### src/rtl/mem_stage_pkg.sv
// Shared types and constants for the memory-stage controller.
package mem_stage_pkg;

  localparam int unsigned MEM_LIMIT_DEFAULT = 511;

  typedef logic [15:0] word_t;
  typedef logic [2:0]  tag_t;

  typedef enum logic [1:0] {
    ST_IDLE  = 2'd0,
    ST_READ  = 2'd1,
    ST_WRITE = 2'd2,
    ST_RESP  = 2'd3
  } state_e;

  // True when a word address lies outside the populated dmem range.
  function automatic logic addr_faults(input word_t addr, input int unsigned limit);
    return (32'(addr) >= limit);
  endfunction

endpackage

### src/rtl/mem_stage_sat_counter.sv
// Saturating up-counter; holds at all-ones once reached.
module sat_counter #(
  parameter int WIDTH = 16
) (
  input  logic             clk,
  input  logic             rst_n,
  input  logic             inc,
  output logic [WIDTH-1:0] count
);

  logic [WIDTH-1:0] count_q;
  logic [WIDTH-1:0] count_d;

  always_comb begin
    count_d = count_q;
    if (inc && (count_q != {WIDTH{1'b1}})) begin
      count_d = count_q + WIDTH'(1);
    end
  end

  always_ff @(posedge clk) begin
    if (!rst_n) begin
      count_q <= '0;
    end else begin
      count_q <= count_d;
    end
  end

  assign count = count_q;

endmodule

### src/rtl/mem_stage_ctrl.sv
// Memory stage: one outstanding request, single-cycle dmem access, held response.
module mem_stage_ctrl
  import mem_stage_pkg::*;
#(
  parameter int unsigned MEM_LIMIT = MEM_LIMIT_DEFAULT
) (
  input  logic        clk,
  input  logic        rst_n,
  input  logic        req_valid,
  output logic        req_ready,
  input  logic        req_we,
  input  logic [15:0] req_addr,
  input  logic [15:0] req_wdata,
  input  logic [2:0]  req_rd,
  output logic [15:0] dmem_addr,
  output logic [15:0] dmem_wdata,
  output logic        dmem_rw_,
  output logic        dmem_cs,
  input  logic [15:0] dmem_rdata,
  output logic        rsp_valid,
  input  logic        rsp_ready,
  output logic [15:0] rsp_data,
  output logic [2:0]  rsp_rd,
  output logic        rsp_we,
  output logic        rsp_fault,
  output logic [15:0] fault_cnt
);

  state_e state_q;
  state_e state_d;

  logic  we_q;
  word_t addr_q;
  word_t wdata_q;
  tag_t  rd_q;
  logic  fault_q;
  word_t rsp_data_q;

  logic accept;
  logic req_fault;

  assign req_fault = addr_faults(req_addr, MEM_LIMIT);

  // dmem strobes depend on state_q only, so no req_* input reaches them.
  always_comb begin
    state_d   = state_q;
    req_ready = 1'b0;
    accept    = 1'b0;
    dmem_cs   = 1'b0;
    dmem_rw_  = 1'b1;
    rsp_valid = 1'b0;
    case (state_q)
      ST_IDLE: begin
        req_ready = 1'b1;
        accept    = req_valid;
        if (req_valid) begin
          if (req_fault) begin
            state_d = ST_RESP;
          end else if (req_we) begin
            state_d = ST_WRITE;
          end else begin
            state_d = ST_READ;
          end
        end
      end
      ST_READ: begin
        dmem_cs = 1'b1;
        state_d = ST_RESP;
      end
      ST_WRITE: begin
        dmem_cs  = 1'b1;
        dmem_rw_ = 1'b0;
        state_d  = ST_RESP;
      end
      ST_RESP: begin
        rsp_valid = 1'b1;
        if (rsp_ready) begin
          state_d = ST_IDLE;
        end
      end
      default: state_d = ST_IDLE;
    endcase
  end

  always_ff @(posedge clk) begin
    if (!rst_n) begin
      state_q    <= ST_IDLE;
      we_q       <= 1'b0;
      addr_q     <= '0;
      wdata_q    <= '0;
      rd_q       <= '0;
      fault_q    <= 1'b0;
      rsp_data_q <= '0;
    end else begin
      state_q <= state_d;
      if (accept) begin
        we_q       <= req_we;
        addr_q     <= req_addr;
        wdata_q    <= req_wdata;
        rd_q       <= req_rd;
        fault_q    <= req_fault;
        rsp_data_q <= '0;
      end else if (state_q == ST_READ) begin
        // Only sampled while selected, so a floating bus never leaks out.
        rsp_data_q <= dmem_rdata;
      end
    end
  end

  sat_counter #(
    .WIDTH(16)
  ) u_fault_cnt (
    .clk  (clk),
    .rst_n(rst_n),
    .inc  (accept && req_fault),
    .count(fault_cnt)
  );

  assign dmem_addr  = addr_q;
  assign dmem_wdata = wdata_q;
  assign rsp_data   = rsp_data_q;
  assign rsp_rd     = rd_q;
  assign rsp_we     = we_q;
  assign rsp_fault  = fault_q;

endmodule

### config.mk
export PLATFORM = sky130hd
export DESIGN_NAME = mem_stage_ctrl
export DESIGN_NICKNAME = d
export VERILOG_FILES = /design/src/rtl/mem_stage_pkg.sv /design/src/rtl/mem_stage_sat_counter.sv /design/src/rtl/mem_stage_ctrl.sv
export SDC_FILE = /design/constraint.sdc
export NUM_CORES = 1
export LEC_CHECK = 0
export BUFFER_PORTS_ARGS = -buffer_cell sky130_fd_sc_hd__buf_2
export CAP_MARGIN = 0
export CELL_PAD_IN_SITES_DETAIL_PLACEMENT = 0
export CELL_PAD_IN_SITES_GLOBAL_PLACEMENT = 1
export CORE_ASPECT_RATIO = 1.75
export CORE_MARGIN = 1.5
export CORE_UTILIZATION = 30
export DETAILED_ROUTE_END_ITERATION = 7
export HOLD_SLACK_MARGIN = 0.03
export MAX_ROUTING_LAYER = met4
export PLACE_DENSITY_LB_ADDON = 0.1
export SETUP_SLACK_MARGIN = 0.1
export SLEW_MARGIN = 20
export SYNTH_ARGS = -nofsm -noshare
export SYNTH_HDL_FRONTEND = slang
export SYNTH_SLANG_ARGS = --single-unit
export TNS_END_PERCENT = 1
### constraint.sdc
create_clock -name clk -period 1.6 [get_ports clk]
set_input_delay 0 -clock clk [delete_from_list [all_inputs] [get_ports clk]]
set_output_delay 0 -clock clk [all_outputs]
set_load 0.02 [all_outputs]
==> impl_table.tex <==
\begin{tabular}{lr}
\hline
Metric & Value \\
\hline
\multicolumn{2}{l}{\textbf{Pwr}} \\
\quad Static leakage power & 2.089 nW \\
\quad Areal power density over the cells & 1261 nW/um2 \\
\quad Peak VDD IR & 0.6480 mV \\
\quad Total power after layout & 5.971 mW \\
\multicolumn{2}{l}{\textbf{Timing}} \\
\quad Setup repair after global routing missed its margin & true \\
\quad Layout Skew & 0.002497 ns \\
\quad Count of pins over their slew limit & 0 \\
\quad Tightest Pin Transition & 0.3116 ns \\
\quad Final Cycle Share & 96.80\% \\
\quad Final setup TNS & 0 ns \\
\quad Hold WS & 0.05790 ns \\
\quad Worst slew slack as a fraction of its limit & 78.93\% \\
\quad Worst Setup Slack, final & 0.05120 ns \\
\quad Fmax achieved & 645.7 MHz \\
\quad Total setup violations reported at the end of the flow & 0 \\
\quad Minimum clock period after layout & 1.549 ns \\
\quad Total count of hold-check failures in the final report & 0 \\
\multicolumn{2}{l}{\textbf{GRT}} \\
\quad Wire length of the first global-routing pass & 14.45 mm \\
\quad Number of global-route vias before repair & 2,995 \\
\quad Antenna violations before repair & 0 \\
\quad Met2 GRT Util & 32.65\% \\
\quad Total congestion overflow after global routing & 0 \\
\quad Met1 routing resource usage after global routing & 19.15\% \\
\quad Pin count of the biggest net entering global routing & 45 \\
\quad All-Layer GR Usage & 18.44\% \\
\quad Met3 Track Usage GR & 4.637\% \\
\quad Most heavily used metal layer in global routing & met2 \\
\multicolumn{2}{l}{\textbf{Synth}} \\
\quad Syn. warnings & 0 \\
\quad Main synth FF type & sky130\_fd\_sc\_hd\_\_dfxtp\_1 \\
\quad Synthesized instance count & 341 \\
\quad Yosys reg bits & 71 \\
\quad Average cell area after synthesis & 8.384 um2 \\
\quad Number of synthesized flops with an enable pin & 0 \\
\quad Number of distinct standard cells referenced by the synthesized netlist & 37 \\
\quad Async SR Flop Fraction & 0\% \\
\quad Share of the yosys chip area belonging to registers & 49.72\% \\
\quad Netlist area before placement & 2859 um2 \\
\quad Mapped Nets & 402 \\
\multicolumn{2}{l}{\textbf{Worst setup path}} \\
\quad Family of cells with the greatest summed delay on the critical path & simple AND/OR/NAND/NOR gates \\
\quad Endpoint required time on the critical path & 1.80 ns \\
\quad Critical-path cell list & ha\_4 -> nand4\_1 -> or4\_4 -> nand2\_4 -> nor4\_1 -> mux2i\_1 \\
\quad Critical path's slowest cell & sky130\_fd\_sc\_hd\_\_or4\_4 \\
\quad Category of the most critical setup path & reg -> reg \\
\quad Worst Path Buf+Inv & 0 \\
\quad Crit path largest cell delay & 0.55 ns \\
\quad Largest fanout on the critical path & 6 \\
\quad Crit path launch type & flop \\
\quad Worst endpoint data arrival time & 1.75 ns \\
\quad Endpoint class of the critical path & flop \\
\multicolumn{2}{l}{\textbf{Floorplan}} \\
\quad Overall die height & 132.1 um \\
\quad Number of primary I/O pins & 129 \\
\quad Count of standard-cell rows & 47 \\
\quad Core Footprint & 9350 um2 \\
\quad Horiz. Die Dim & 76.80 um \\
\quad Area of the die & 10,150 um2 \\
\quad Starting Density & 30.58\% \\
\multicolumn{2}{l}{\textbf{Detailed routing}} \\
\quad Final routed DRC violation total & 0 \\
\quad Initial detailed-routing violation count & 90 \\
\quad Routed Wire Length & 9.153 mm \\
\quad Drt via density & 4.581 \\
\quad Drt first pass iters & 4 \\
\quad Remaining antenna violation count after routing & 0 \\
\quad DR WL/cell & 13.70 um \\
\quad Vias after detailed routing & 3,060 \\
\multicolumn{2}{l}{\textbf{Clock network}} \\
\quad Clock root buffer & sky130\_fd\_sc\_hd\_\_clkbuf\_16 \\
\quad Num CTS Buffers & 9 \\
\quad Sink Count & 71 \\
\quad Maximum clock path buffer count & 2 \\
\quad Worst skew pair latency & 0.32 ns \\
\quad Post-CTS clock slew at the launch and capture registers of the worst setup and hold paths & 0.05 ns \\
\quad Number of H-tree levels & 3 \\
\quad TritonCTS clock tree & built \\
\multicolumn{2}{l}{\textbf{Placed design}} \\
\quad Dpl ws & -0.02923 ns \\
\quad Final weighted congestion in routability-driven placement & 0.8063 \\
\quad Detailed-placement wirelength estimate & 6.216 mm \\
\quad Placed Instances & 596 \\
\quad Input/output buffers & 128 \\
\multicolumn{2}{l}{\textbf{Final layout}} \\
\quad Nets@finish & 602 \\
\quad Number of standard cells in the final layout excluding fillers & 668 \\
\quad Post-synthesis to final-layout area growth & 65.65\% \\
\quad Layout fillers & 919 \\
\quad Fraction of layout instances using a drive strength above 1 & 37.18\% \\
\quad Number of antenna repair diodes & 0 \\
\multicolumn{2}{l}{\textbf{Status}} \\
\quad Run status & finished, final reports clean \\
\multicolumn{2}{l}{\textbf{Min path}} \\
\quad Worst Hold Class & in -> reg \\
\multicolumn{2}{l}{\textbf{Job}} \\
\quad \# Max-Cap Violations & 0 \\
\hline
\end{tabular}
sequential cells by signal, summed over array words and instances, names as in the netlist:
signal             flops
rsp_fault              1
dmem_wdata            16
rsp_rd                 3
u_fault_cnt.count     16
dmem_addr             16
state_q                2
rsp_we                 1
rsp_data              16
cell usage after synthesis (all sizes together) (5+ instances only):
cell type / count / area share, %
buf: 10 / 1.8
o21ai: 5 / 0.88
nand4: 6 / 1.3
a21oi: 45 / 7.9
nand3: 9 / 1.8
clkbuf: 10 / 1.3
or4: 5 / 1.4
mux2i: 21 / 7.4
or3: 5 / 1.1
ha: 5 / 2.2
dfxtp: 71 / 50
nand2: 89 / 12
inv: 6 / 0.79
nor2: 24 / 3.2
through the flow:
| stage | util, % | cell area [um2] |
|---|---|---|
| after floorplan | - | 2917 |
| after global placement | 41.26 | 3857 |
| after detailed placement | 41.26 | 3857 |
| after CTS | 50.03 | 4678 |
| after global routing | 50.65 | 4736 |
| final | 50.65 | 4736 |
cell type report:
type | count | area [um2] | share of cell area (%)
flip-flops and latches | 71 | 1441 | 30.44
well taps | 122 | 152.6 | 3.223
clock inverters | 4 | 21.27 | 0.4491
repair buffers | 209 | 1440 | 30.41
multi-input cells | 244 | 1421 | 30.01
clock buffers | 12 | 236.5 | 4.993
inverters | 6 | 22.52 | 0.4756
worst paths after layout:
kind / from / end / slack, ns / cells past startpoint
hold / removal: rst_n / u_fault_cnt.count[12]$_SDFFE_PN0P_ / 0.06 / 2
hold reg to reg: dmem_addr[4]$_SDFFE_PN0N_ / dmem_addr[4]$_SDFFE_PN0N_ / 0.45 / 2
setup / recovery: u_fault_cnt.count[0]$_SDFFE_PN0P_ / u_fault_cnt.count[9]$_SDFFE_PN0P_ / 0.05 / 6
setup reg to reg: u_fault_cnt.count[0]$_SDFFE_PN0P_ / u_fault_cnt.count[9]$_SDFFE_PN0P_ / 0.05 / 6
layer usage:
metal / vias up / routed length, um
met5: - / 0
met3: 14 / 445
met1: 1398 / 3717
li1: 1569 / -
met2: 79 / 4797
met4: 0 / 193
cells by family after synthesis:
group | count (synthesis) | synth area share, %
AND/OR/NAND/NOR | 155 | 24.60
adder cells (fa/ha/maj) | 5 | 2.188
multiplexers | 21 | 7.352
AO/OA/AOI/OAI | 62 | 11.99
flip-flops | 71 | 49.72
buffers and inverters | 26 | 3.851
XOR/XNOR | 1 | 0.3064
what timing repair did:
action	CTS	global route
hold buffers	52	0
gates resized for setup	9	11
setup endpoints to repair	16	33
pin swaps	6	5
setup buffers	1	3
endpoints found under the hold margin	53	0
power by group:
part	total, mW	leakage (nW)	internal (mW)	switching [mW]
clock	1.76	0.131	1.04	0.719
sequential	2.15	0.584	2.03	0.126
combinational	2.06	1.37	0.862	1.20
total	5.97	2.09	3.93	2.04
cells in the final DEF, fill, tap and decap left out, types with 4 or more instances in the layout:
cell type                       count
sky130_fd_sc_hd__buf_4             23
sky130_fd_sc_hd__dfxtp_1           61
sky130_fd_sc_hd__buf_2            128
sky130_fd_sc_hd__nand2_1           87
sky130_fd_sc_hd__dfxtp_2            7
sky130_fd_sc_hd__o31ai_1            4
sky130_fd_sc_hd__nor2_2             5
sky130_fd_sc_hd__nand4_1            6
sky130_fd_sc_hd__inv_1              4
sky130_fd_sc_hd__clkbuf_16          9
sky130_fd_sc_hd__nand3_1            7
sky130_fd_sc_hd__o21ai_0            5
sky130_fd_sc_hd__mux2i_1           21
sky130_fd_sc_hd__nand2b_1           4
sky130_fd_sc_hd__nor2_1            19
sky130_fd_sc_hd__or3_1              5
sky130_fd_sc_hd__a21oi_1           44
sky130_fd_sc_hd__buf_12             4
sky130_fd_sc_hd__dlygate4sd3_1     52
Power figures use the tool's default switching activity.
